--- src/rtl/apb_mem_arbiter_if.sv ---
// APB requester bundle for apb_mem_arbiter: one slice per master.
// Masters drive the request side and the arbiter drives the response side.
interface apb_mem_arbiter_if #(
    parameter int NUM_MASTERS = 2,
    parameter int MEM_WIDTH   = 32
);
    logic [NUM_MASTERS-1:0]           psel;
    logic [NUM_MASTERS-1:0]           penable;
    logic [NUM_MASTERS-1:0]           pwrite;
    logic [NUM_MASTERS*32-1:0]        paddr;
    logic [NUM_MASTERS*MEM_WIDTH-1:0] pwdata;
    logic [NUM_MASTERS*MEM_WIDTH-1:0] prdata;
    logic [NUM_MASTERS-1:0]           pready;
    logic [NUM_MASTERS-1:0]           pslverr;

    modport master (
        output psel, penable, pwrite, paddr, pwdata,
        input  prdata, pready, pslverr
    );

    modport slave (
        input  psel, penable, pwrite, paddr, pwdata,
        output prdata, pready, pslverr
    );
endinterface

--- src/rtl/apb_mem_arbiter.sv ---
// Round-robin arbiter letting NUM_MASTERS APB requesters share one memory.
// Optional macro APB_ARB_ADDR_CHECK_EN adds an address range check with pslverr.
module apb_mem_arbiter #(
    parameter int          NUM_MASTERS = 2,
    parameter int          MEM_DEPTH   = 16,
    parameter int          MEM_WIDTH   = 32,
    parameter logic [31:0] BASEADDRESS = '0,
    parameter int          ADDR_WIDTH  = $clog2(MEM_DEPTH)
) (
    input  logic                  clk,
    input  logic                  rst,
    apb_mem_arbiter_if.slave      bus,
    output logic [ADDR_WIDTH-1:0] mem_addr,
    output logic                  mem_wr_en,
    output logic                  mem_rd_en,
    output logic [MEM_WIDTH-1:0]  mem_wr_data,
    input  logic [MEM_WIDTH-1:0]  mem_rd_data
);
    localparam int IDX_W = $clog2(NUM_MASTERS);

    typedef enum logic {IDLE, ACCESS} state_e;

    state_e           state_q, state_d;
    logic [IDX_W-1:0] gnt_q, gnt_d;
    logic [IDX_W-1:0] rr_ptr_q, rr_ptr_d;

    logic             req_found;
    logic [IDX_W-1:0] req_idx;

    logic                 sel_psel;
    logic                 sel_pen;
    logic                 sel_wr;
    logic [31:0]          sel_addr;
    logic [MEM_WIDTH-1:0] sel_wdata;
    logic                 in_range;

    assign sel_psel  = bus.psel[gnt_q];
    assign sel_pen   = bus.penable[gnt_q];
    assign sel_wr    = bus.pwrite[gnt_q];
    assign sel_addr  = bus.paddr[int'(gnt_q)*32 +: 32];
    assign sel_wdata = bus.pwdata[int'(gnt_q)*MEM_WIDTH +: MEM_WIDTH];

`ifdef APB_ARB_ADDR_CHECK_EN
    assign in_range = (sel_addr >= BASEADDRESS) &&
                      ((sel_addr - BASEADDRESS) < 32'(MEM_DEPTH));
`else
    assign in_range = 1'b1;
`endif

    // State, grant and round-robin pointer registers.
    always_ff @(posedge clk) begin
        if (rst) begin
            state_q  <= IDLE;
            gnt_q    <= '0;
            rr_ptr_q <= '0;
        end else begin
            state_q  <= state_d;
            gnt_q    <= gnt_d;
            rr_ptr_q <= rr_ptr_d;
        end
    end

    // First requesting master at or after rr_ptr, wrapping around.
    always_comb begin
        int idx;
        idx       = 0;
        req_found = 1'b0;
        req_idx   = '0;
        for (int k = 0; k < NUM_MASTERS; k++) begin
            idx = int'(rr_ptr_q) + k;
            if (idx >= NUM_MASTERS) idx = idx - NUM_MASTERS;
            if (!req_found && bus.psel[idx]) begin
                req_found = 1'b1;
                req_idx   = IDX_W'(idx);
            end
        end
    end

    // Next state and all bus/memory outputs; reset forces outputs quiet.
    always_comb begin
        state_d     = state_q;
        gnt_d       = gnt_q;
        rr_ptr_d    = rr_ptr_q;
        bus.pready  = '0;
        bus.pslverr = '0;
        bus.prdata  = '0;
        mem_addr    = '0;
        mem_wr_en   = 1'b0;
        mem_rd_en   = 1'b0;
        mem_wr_data = '0;
        unique case (state_q)
            IDLE: begin
                if (req_found) begin
                    gnt_d   = req_idx;
                    state_d = ACCESS;
                end
            end
            ACCESS: begin
                mem_addr    = ADDR_WIDTH'(sel_addr - BASEADDRESS);
                mem_wr_data = sel_wdata;
                if (!sel_psel) begin
                    state_d = IDLE;
                end else if (sel_pen) begin
                    bus.pready[gnt_q] = 1'b1;
                    state_d  = IDLE;
                    rr_ptr_d = (int'(gnt_q) == NUM_MASTERS - 1) ?
                               '0 : gnt_q + 1'b1;
                    if (in_range) begin
                        mem_wr_en = sel_wr;
                        mem_rd_en = !sel_wr;
                        if (!sel_wr) begin
                            bus.prdata[int'(gnt_q)*MEM_WIDTH +: MEM_WIDTH]
                                = mem_rd_data;
                        end
                    end else begin
                        bus.pslverr[gnt_q] = 1'b1;
                    end
                end
            end
            default: state_d = IDLE;
        endcase
        if (rst) begin
            bus.pready  = '0;
            bus.pslverr = '0;
            bus.prdata  = '0;
            mem_addr    = '0;
            mem_wr_en   = 1'b0;
            mem_rd_en   = 1'b0;
            mem_wr_data = '0;
        end
    end
endmodule

--- src/flat_wrapper.sv ---
// flat-port wrapper written by rule: the top's interface ports become plain ports
module apb_mem_arbiter_flat 
#(
    parameter int          NUM_MASTERS = 2,
    parameter int          MEM_DEPTH   = 16,
    parameter int          MEM_WIDTH   = 32,
    parameter logic [31:0] BASEADDRESS = '0,
    parameter int          ADDR_WIDTH  = $clog2(MEM_DEPTH)
)
  (clk, rst, mem_addr, mem_wr_en, mem_rd_en, mem_wr_data, mem_rd_data, bus_psel, bus_penable, bus_pwrite, bus_paddr, bus_pwdata, bus_prdata, bus_pready, bus_pslverr);
  apb_mem_arbiter_if #(.NUM_MASTERS(NUM_MASTERS), .MEM_WIDTH(MEM_WIDTH)) bus_i ();
  input  logic clk;
  input  logic rst;
  output logic [ADDR_WIDTH-1:0] mem_addr;
  output logic mem_wr_en;
  output logic mem_rd_en;
  output logic [MEM_WIDTH-1:0] mem_wr_data;
  input  logic [MEM_WIDTH-1:0] mem_rd_data;
  input wire logic [$bits(bus_i.psel)-1:0] bus_psel;
  input wire logic [$bits(bus_i.penable)-1:0] bus_penable;
  input wire logic [$bits(bus_i.pwrite)-1:0] bus_pwrite;
  input wire logic [$bits(bus_i.paddr)-1:0] bus_paddr;
  input wire logic [$bits(bus_i.pwdata)-1:0] bus_pwdata;
  output wire logic [$bits(bus_i.prdata)-1:0] bus_prdata;
  output wire logic [$bits(bus_i.pready)-1:0] bus_pready;
  output wire logic [$bits(bus_i.pslverr)-1:0] bus_pslverr;
  assign bus_i.psel = bus_psel;
  assign bus_i.penable = bus_penable;
  assign bus_i.pwrite = bus_pwrite;
  assign bus_i.paddr = bus_paddr;
  assign bus_i.pwdata = bus_pwdata;
  assign bus_prdata = bus_i.prdata;
  assign bus_pready = bus_i.pready;
  assign bus_pslverr = bus_i.pslverr;
  apb_mem_arbiter #(.NUM_MASTERS(NUM_MASTERS), .MEM_DEPTH(MEM_DEPTH), .MEM_WIDTH(MEM_WIDTH), .BASEADDRESS(BASEADDRESS), .ADDR_WIDTH(ADDR_WIDTH)) u_core (.clk(clk), .rst(rst), .bus(bus_i), .mem_addr(mem_addr), .mem_wr_en(mem_wr_en), .mem_rd_en(mem_rd_en), .mem_wr_data(mem_wr_data), .mem_rd_data(mem_rd_data));
endmodule
--- config.mk ---
export PLATFORM = sky130hd
export DESIGN_NAME = apb_mem_arbiter_flat
export DESIGN_NICKNAME = d
export VERILOG_FILES = /design/src/rtl/apb_mem_arbiter_if.sv /design/src/rtl/apb_mem_arbiter.sv /design/src/flat_wrapper.sv
export SDC_FILE = /design/constraint.sdc
export NUM_CORES = 1
export LEC_CHECK = 0
export ABC_AREA = 1
export BUFFER_PORTS_ARGS = -buffer_cell sky130_fd_sc_hd__buf_4
export CORE_AREA = 2 2 106 108
export DETAILED_ROUTE_END_ITERATION = 8
export DIE_AREA = 0 0 108 110
export GPL_TIMING_DRIVEN = 0
export HOLD_SLACK_MARGIN = 0.12
export PLACE_DENSITY = 0.5
export SETUP_SLACK_MARGIN = 0.5
export SYNTH_ARGS = -nofsm -noshare
export SYNTH_HDL_FRONTEND = slang
export SYNTH_SLANG_ARGS = --single-unit
--- constraint.sdc ---
create_clock -name clk -period 1.61 [get_ports clk]
set_input_delay 0.161 -clock clk [delete_from_list [all_inputs] [get_ports clk]]
set_output_delay 0.161 -clock clk [all_outputs]
set_load 0.05 [all_outputs]
# [Yosys cells after proc, flatten, opt, wreduce, memory -nomap -nowiden]
# Index checks and enable logic that the tools add are counted.
[op_classes] order_cmp=6 n_mux=46 n_reduce_logical=6 bitwise_logic=2 add_sub_neg=5 shifts=4
[op_table] op="$mux 64" count=5
[op_table] op="$mux 32" count=4
[op_table] op="$and 64x64->64" count=1
[op_table] op="$lt 32x3->1 const B" count=2
[op_table] op="$shift 32x33->64 const A" count=1
[op_table] op="$shiftx 32x33->64" count=1
[op_table] op="$shiftx 64x7->32" count=1
[op_table] op="$shiftx 64x7->4" count=1
[op_table] op="$neg 6->33" count=1
[op_table] op="$ge 32x3->1 const B" count=1
[op_table] op="$sub 32x3->32 const B" count=1
[op_table] op="$mux 1" count=29
[op_table] op="$mux 2" count=4
[op_table] op="$mux 4" count=2
[op_table] op="$reduce_and 3->1" count=1
[op_table] op="$sub 1x2->3 const B" count=1
[op_table] op="$add 1x1->2 const B" count=1
[op_table] op="$ge 1x2->1 const B" count=1
[op_table] op="$logic_and 1x1->1" count=2
[op_table] op="$logic_not 1->1" count=2
[op_table] op="$lt 1x2->1 const B" count=1
[op_table] op="$pmux 1 s2" count=1
[op_table] op="$reduce_and 2->1" count=1
[op_table] op="$add 1x1->1 const B" count=1
[op_table] op="3 further kinds" count=3
[totals] ff_bits=3 wordCells=72 output_inout_bits=106

# [Depth between registers and ports, before layout]
# Gate-level depths: netlist (run 1).
[logic_depth] word_depth=11 mapped_depth=7

# [Least setup slack after synthesis (run 1)]
# Ideal clock, no wire load.
[synth_path] path_kind="flip-flop to output port" from="reg u_core.gnt_q" to="out mem_wr_data[10]" path_buffers=2 required_time_ps=1449 path_stages_with_launch=5 t_arrival_ps=1923 path_slack_ps=-474 cell_sequence="dfxtp_1 buf_4 clkbuf_1 nor2_1 nor3_1"
[synth_between] elab_chain_cells=3
[synth_lines] item="start: declaration" line_no="apb_mem_arbiter.sv:24" text="logic [IDX_W-1:0] gnt_q, gnt_d;"
[synth_lines] item="start signal: assignment" line_no="apb_mem_arbiter.sv:58" text="gnt_q <= gnt_d;"
[synth_lines] item="$shiftx 64x7->32" line_no="apb_mem_arbiter.sv:41" text="assign sel_wdata = bus.pwdata[int'(gnt_q)*MEM_WIDTH +: MEM_WIDTH];"
[synth_lines] item="$mux 32" line_no="apb_mem_arbiter.sv:91" text="unique case (state_q)"
[synth_lines] item="$mux 32" line_no="apb_mem_arbiter.sv:122" text="if (rst) begin"
[synth_lines] item="end: declaration" line_no="flat_wrapper.sv:17" text="output logic [MEM_WIDTH-1:0] mem_wr_data;"
# No other way between the ends.

# [Worst setup path in the final report (run 1)]
[layout_path] from="reg u_core.gnt_q" to="out bus_prdata[14]"
[layout_between] elab_chain_cells=8
[layout_lines] item="$neg 6->33" line_no="apb_mem_arbiter.sv:112" text="bus.prdata[int'(gnt_q)*MEM_WIDTH +: MEM_WIDTH]"
[layout_lines] item="$shiftx 32x33->64 or $shift 32x33->64 (tied branches)" line_no="apb_mem_arbiter.sv:112"
[layout_lines] item="$and 64x64->64 (no line)"
[layout_lines] item="$mux 64" line_no="apb_mem_arbiter.sv:111" text="if (!sel_wr) begin"
[layout_lines] item="$mux 64" line_no="apb_mem_arbiter.sv:103" text="end else if (sel_pen) begin"
[layout_lines] item="$mux 64 (*)" line_no="apb_mem_arbiter.sv:101" text="if (!sel_psel) begin"
[layout_lines] item="$mux 64 (*)" line_no="apb_mem_arbiter.sv:91"
[layout_lines] item="$mux 64 (*)" line_no="apb_mem_arbiter.sv:122"
[layout_lines] item="end: declaration" line_no="flat_wrapper.sv:24" text="output wire logic [$bits(bus_i.prdata)-1:0] bus_prdata;"
# Mark *: on every way between the ends. The rest lies on a longest branch, timed or not. The select of a mux whose other input is x is not followed.

==> impl_metrics.csv, run 1 <==
group,metric,value,unit
run_status,status,"complete, but fails checks",
run_status,violations,"negative setup slack",
yosys,synth_top_area_share,27.5,%
worst_setup_path,cp.required,1450,ps
yosys,synthTopCellsByCount,"nor2_1 (85), nand2_1 (76), nor2_4 (40)",
clock_network,numCtsBuffers,3,
timing,max_freq,533,MHz
yosys,synthMuxAreaShare,0,%
grt,grt.overflow.total,0,
clock_network,cts_max_level,1,
floorplanning,core,10700,sq um
worst_setup_path,critPathLaunchType,"flip-flop",
hold_path,hp-start,"rst",
yosys,ys.flop_type,"dfxtp_1",
timing,slew_viol_final,0,
floorplanning,fp.dieW,108,um
finish,syn2layout_area_growth,217,%
clock_network,clock-sinks,3,
yosys,ys_seq_area_share,3.67,%
yosys,synth_top_family_by_area,"simple AND/OR/NAND/NOR gates",
detailed_routing,viasPerCell,4.16,
run,drv_cap,0,
finish,final_area,5190,sq um
timing,timing.final.ws_setup,-267,ps
clock_network,clk_latency,210,ps
floorplanning,row_count,38,
detailed_routing,drc,0,
yosys,synth_fa_ha_area_share,0,%
finish,diodes,0,
yosys,synth_area_leaders,"nor2_4 (28%), nor2_1 (19%), nand2_1 (17%)",
grt,grt_max_degree,11,
worst_setup_path,r2r-start,"u_core.gnt_q$_SDFFE_PP0P_",
yosys,synth.distinct_cells,22,
yosys,netlist_area,1640,sq um
yosys,synth_warnings,0,
detailed_routing,drt_iter0_markers,106,
floorplanning,pin_count,274,
timing,rsz0062_at_grt,"yes",
grt,antenna_found_initial,0,
timing,setup_viol,86,
detailed_routing,wl_per_cell,13.9,um
timing,fin_crit_sh,117,%
worst_setup_path,r2r_cells,9,
grt,grt_usage,14.6,%
yosys,ys_async_sr_fraction,0,%
yosys,synth_cells,298,
place,dp.cells,654,
finish,drive_gt1_share,75.1,%
place,dp_hpwl,7.14,mm
yosys,synth-simple-area-share,81.0,%
yosys,synth_area_per_cell,5.49,sq um
yosys,synth_most_common_cell,"nor2_1",
floorplanning,dieArea,11900,sq um
grt,grt_pass1_wl,14.0,mm
clock_network,cts_root_buf,"clkbuf_8",
hold_path,hold_class,"input port to flip-flop",
yosys,synth_xor_xnor_area_share,0,%
worst_setup_path,crit_arrival,1720,ps
place,post_dp_cell_area,4040,sq um
worst_setup_path,r2r-end,"u_core.rr_ptr_q$_SDFFE_PP0P_",
yosys,ys_ff_latch,3,
finish,layout.cells.non_filler,682,
place,finalWeightedCongestion,0.764,
timing,fin_skew,0.484,ps
timing,fin_crit,1880,ps
worst_setup_path,worstPathMaxFanout,10,
detailed_routing,dr.pass1.iters,4,
timing,holdWs,130,ps
clock_network,tritoncts,"yes",
timing,hold_viol,0,
pwr,leakage,0.00217,uW
yosys,synth_edf_count,0,
finish,nets,711,
clock_network,clk_path_buf_depth,2,
pwr,ir_drop,0.000160,V
finish,utilization,48.5,%
detailed_routing,num_vias,2840,
detailed_routing,drtAntennaViolNets,0,
clock_network,postCtsHoldBufs,0,
yosys,netlist.top_cell.by_area,"nor2_4",
hold_path,hold_depth,2,
pwr,powerDensity,283,nW/um^2
worst_setup_path,criticalPathCategory,"flip-flop to primary output",
yosys,synth-compound-area-share,2.52,%
floorplanning,die_y,110,um
worst_setup_path,r2r_slack,180,ps
clock_network,clkTransAtPathRegs,30,ps
hold_path,hold-path-endpoint,"u_core.state_q$_SDFF_PP0_",
grt,first_global_vias,2867,
detailed_routing,drt-total-wl,9.45,mm
worst_setup_path,endpoint_kind,"primary output",
floorplanning,start_util,15.3,%
place,io_buffers,215,
pwr,total_power,1470,uW
-- timing repair --
| action | CTS | global route |
|---|---|---|
| gates resized for setup | 175 | 54 |
| pin swaps | 19 | 26 |
| setup endpoints to repair | 105 | 106 |
| cloned | 4 | 1 |
| setup buffers | 16 | 3 |
-- report_power, final --
part,internal [uW],switching [uW]
clock,169,49.5
sequential,80.1,8.89
combinational,514,647
total,763,706
-- area by class of cell --
class | count | area [sq um]
multi-input combinational | 261 | 2140
timing repair buffer | 239 | 2390
tap | 140 | 175
sequential | 3 | 65.1
fill | 1027 | 5510
inverter | 8 | 38.8
buffer | 27 | 334
clock buffer | 4 | 45.0
-- sequential cells by signal, summed over array words and instances (netlist names) --
register and count:
u_core.rr_ptr_q 1, u_core.state_q 1, u_core.gnt_q 1
-- cells by family after synthesis --
| logic type | after synthesis |
|---|---|
| AO/OA/AOI/OAI | 7 |
| buffers and inverters | 35 |
| flip-flops | 3 |
| other | 1 |
| AND/OR/NAND/NOR | 252 |
-- worst max-delay path, cell delays in order, from the launching register on --
cell,delay (ps)
dfxtp_4,400
buf_8,140
nand2_4,60
a21oi_4,130
nand4_1,140
buf_6,200
buf_12,170
nor2_4,120
buf_8,150
-- metrics by stage --
| stage | setup WS (ps) | TNS, ps |
|---|---|---|
| 6_report | -267 | -19200 |
| 5_1_grt | -368 | -26510 |
| 4_1_cts | -278 | -19770 |
| 3_5_place_dp | -185 | -8420 |
| 3_3_place_gp | -190 | -8480 |
| 2_1_floorplan | 69.0 | 0 |
-- worst max-delay path by stage --
stage                              startpoint              to  cells after the start
floorplan           u_core.gnt_q$_SDFFE_PP0P_  bus_prdata[14]                      7
global placement    u_core.gnt_q$_SDFFE_PP0P_  bus_prdata[21]                      6
detailed placement  u_core.gnt_q$_SDFFE_PP0P_  bus_prdata[58]                      6
CTS                 u_core.gnt_q$_SDFFE_PP0P_  bus_prdata[14]                      8
global route        u_core.gnt_q$_SDFFE_PP0P_  bus_prdata[14]                      8
finish              u_core.gnt_q$_SDFFE_PP0P_  bus_prdata[14]                      8
-- layer usage --
layer	global-route usage [%]	wire, um	up-vias
met5	0	0	-
met1	17.1	3570	1304
li1	-	-	1405
met4	2.01	87	0
met3	3.17	690	8
met2	28.0	5110	123
-- layout by cell type (no fill, tap or decap), types with 2 or more instances in the layout --
master	Yosys	routed
buf_4	3	130
nand2_4	0	2
nand2_1	76	72
nor3_2	0	2
inv_1	7	5
buf_12	0	4
nor3_4	0	35
nor2_2	9	9
nand2_2	1	3
clkbuf_2	0	3
nor2_4	40	82
conb_1	1	2
buf_8	4	35
a21oi_4	0	2
nand4_1	3	3
clkbuf_8	0	6
nor2_1	85	43
clkbuf_4	0	4
clkbuf_16	0	6
buf_6	2	77
a21oi_1	3	2
clkbuf_1	16	4
No activity file was read; power rests on OpenSTA's default activity.
==> inputs of run 2 (changes only) <==
--- a/config.mk
+++ b/config.mk
@@ -6,13 +6,14 @@
 export NUM_CORES = 1
 export LEC_CHECK = 0
 export ABC_AREA = 1
-export BUFFER_PORTS_ARGS = -buffer_cell sky130_fd_sc_hd__buf_4
-export CORE_AREA = 2 2 106 108
+export BUFFER_PORTS_ARGS = -buffer_cell sky130_fd_sc_hd__buf_2
+export CORE_AREA = 2 2 107 109
+export CTS_BUF_LIST = sky130_fd_sc_hd__clkbuf_4 sky130_fd_sc_hd__clkbuf_8
 export DETAILED_ROUTE_END_ITERATION = 8
-export DIE_AREA = 0 0 108 110
+export DIE_AREA = 0 0 109 111
 export GPL_TIMING_DRIVEN = 0
 export HOLD_SLACK_MARGIN = 0.12
-export PLACE_DENSITY = 0.5
+export PLACE_DENSITY = 0.49
 export SETUP_SLACK_MARGIN = 0.5
 export SYNTH_ARGS = -nofsm -noshare
 export SYNTH_HDL_FRONTEND = slang
==> run 2 against run 1 <==
Critical path depth rose by 1; power fell by 7.9%; non-clock buffer count rose by 2; sequential cell count did not move; the flow still finishes with violations (negative setup slack); critical endpoint is now bus_prdata[43]; core utilization fell by 4.7 points; combinational power fell by 11%.
==> impl_metrics.csv, run 2 (synthesis results as in run 1) <==
group,metric,value,unit
run_status,violations,"negative setup slack",
floorplanning,start_util,14.8,%
finish,layout_common_cells,"buf_2 (130), nor2_4 (73), nand2_1 (69)",
finish,syn2layout_area_growth,196,%
clock_network,clk_latency,220,ps
floorplanning,row_count,39,
timing,fin_crit,1900,ps
detailed_routing,dr.pass1.iters,4,
finish,reg.largest.list,"u_core.gnt_q (1), u_core.rr_ptr_q (1), u_core.state_q (1)",
timing,timing.final.ws_setup,-290,ps
worst_setup_path,criticalPathCategory,"flip-flop to primary output",
timing,setup_viol,103,
worst_setup_path,crit_chain,"buf_8 -> nand2_8 -> a21oi_4 -> nand4_1 -> buf_6 -> buf_12 -> buf_16 -> nor2_4 -> buf_8",
pwr,intPower,661,uW
place,dp_hpwl,6.99,mm
floorplanning,die_y,111,um
timing,fin_skew,1.21,ps
place,preCtsSetupSlack,-259,ps
pwr,seqPwrFrac,6.3,%
timing,fin_crit_sh,118,%
timing,fin_setup_tns,-23730,ps
hold_path,hold_depth,2,
detailed_routing,drt-total-wl,9.40,mm
timing,slew_viol_final,0,
finish,drive_gt1_share,73.7,%
pwr,netSwitchingFraction,51.1,%
floorplanning,dieArea,12100,sq um
clock_network,clkTransAtPathRegs,30,ps
timing,rsz0062_at_grt,"yes",
run_status,status,"complete, but fails checks",
timing,hold_viol,0,
place,finalWeightedCongestion,0.790,
worst_setup_path,cp.required,1450,ps
hold_path,hold_class,"input port to flip-flop",
worst_setup_path,worstPathMaxFanout,6,
finish,final_common_cell,"buf_2",
worst_setup_path,r2r_cells,10,
pwr,p_switching,691,uW
pwr,p_clk_share,17.6,%
clock_network,postCtsHoldBufs,0,
grt,antenna_found_initial,0,
clock_network,cts_max_level,1,
pwr,combPwrFrac,76.1,%
worst_setup_path,crit_path_max_incr_delay,350,ps
worst_setup_path,crit_arrival,1740,ps
pwr,ir_drop,0.000320,V
clock_network,clk_path_buf_depth,2,
grt,grt_usage,15.2,%
clock_network,cts_root_buf,"clkbuf_8",
run,drv_cap,0,
pwr,powerDensity,279,nW/um^2
timing,max_freq,526,MHz
clock_network,numCtsBuffers,3,
detailed_routing,drc,0,
worst_setup_path,critPathMostFrequentCell,"buf_8",
floorplanning,fp.dieW,109,um
detailed_routing,drtAntennaViolNets,0,
detailed_routing,num_vias,2881,
grt,grt.overflow.total,0,
detailed_routing,wl_per_cell,13.7,um
grt,grt_pass1_wl,14.7,mm
worst_setup_path,slowest_stage,"dfxtp_4",
finish,diodes,0,
detailed_routing,drt_iter0_markers,81,
grt,first_global_vias,3013,
floorplanning,pin_count,274,
detailed_routing,viasPerCell,4.19,
worst_setup_path,endpoint_kind,"primary output",
floorplanning,core,11100,sq um
grt,grt_max_degree,11,
clock_network,clock-sinks,3,
clock_network,tritoncts,"yes",
finish,nets,713,
worst_setup_path,critPathLaunchType,"flip-flop",
pwr,leakage,0.00210,uW
place,io_buffers,215,
==> run 2: changes by cell type in the layout (fill, tap and decap cells not counted), sizes merged <==
cell | before | now
buf | 247 | 251
clkbuf | 23 | 21
==> run 2: layer usage <==
layer | part of all wire, % | GRT usage (%)
met1 | 37 | 17.0
met2 | 56 | 29.7
met3 | 6.3 | 2.65
met4 | 0.58 | 1.79
met5 | 0 | 0
==> run 2: worst paths after layout <==
kind	start	end	slack (ps)
min	rst	u_core.gnt_q$_SDFFE_PP0P_	170
max	u_core.gnt_q$_SDFFE_PP0P_	bus_prdata[43]	-290
max reg2reg	u_core.gnt_q$_SDFFE_PP0P_	u_core.rr_ptr_q$_SDFFE_PP0P_	110
min reg2reg	u_core.rr_ptr_q$_SDFFE_PP0P_	u_core.rr_ptr_q$_SDFFE_PP0P_	470
==> run 2: worst max-delay path: cells and delay by family, from the launching register on <==
kind            cells  cell delay [ps]
flops               1              350
simple gates        3              260
compound gates      1              150
buf+inv             5              740
==> run 2: stage by stage <==
stage / util (%) / instance area, sq um / cells / power, uW / hold slack, ps
final: 43.8 / 4850 / 687 / 1350 / 166
after global routing: 43.8 / 4850 / 687 / 1440 / 166
after CTS: 42.5 / 4710 / 684 / 1340 / 153
after detailed placement: 31.7 / 3510 / 657 / 919 / 378
after global placement: 31.7 / 3510 / 657 / 911 / 385
after floorplan: - / 2250 / 299 / 662 / 223
==> run 2: layout make-up <==
type	count	area (sq um)
fillers	1106	6220
repair buffers	241	2110
multi-input cells	261	2070
plain buffers	27	340
well taps	143	179
flip-flops and latches	3	63.8
clock buffers	4	48.8
inverters	8	36.3
==> run 2: power groups by stage <==
stage / Clock [uW] / Combinational [uW] / Sequential, uW
after detailed placement: 0 / 834 / 85.8
after CTS: 246 / 1010 / 85.7
after global placement: 0 / 825 / 85.8
final: 238 / 1030 / 85.2
after floorplan: 0 / 577 / 84.9
after global routing: 253 / 1100 / 85.5
==> run 2: what timing repair did <==
action	4_1_cts	5_1_grt
gates cloned	9	0
resized for setup	252	28
pin swaps	9	8
setup buffers	14	3
endpoints found under the setup margin	105	106
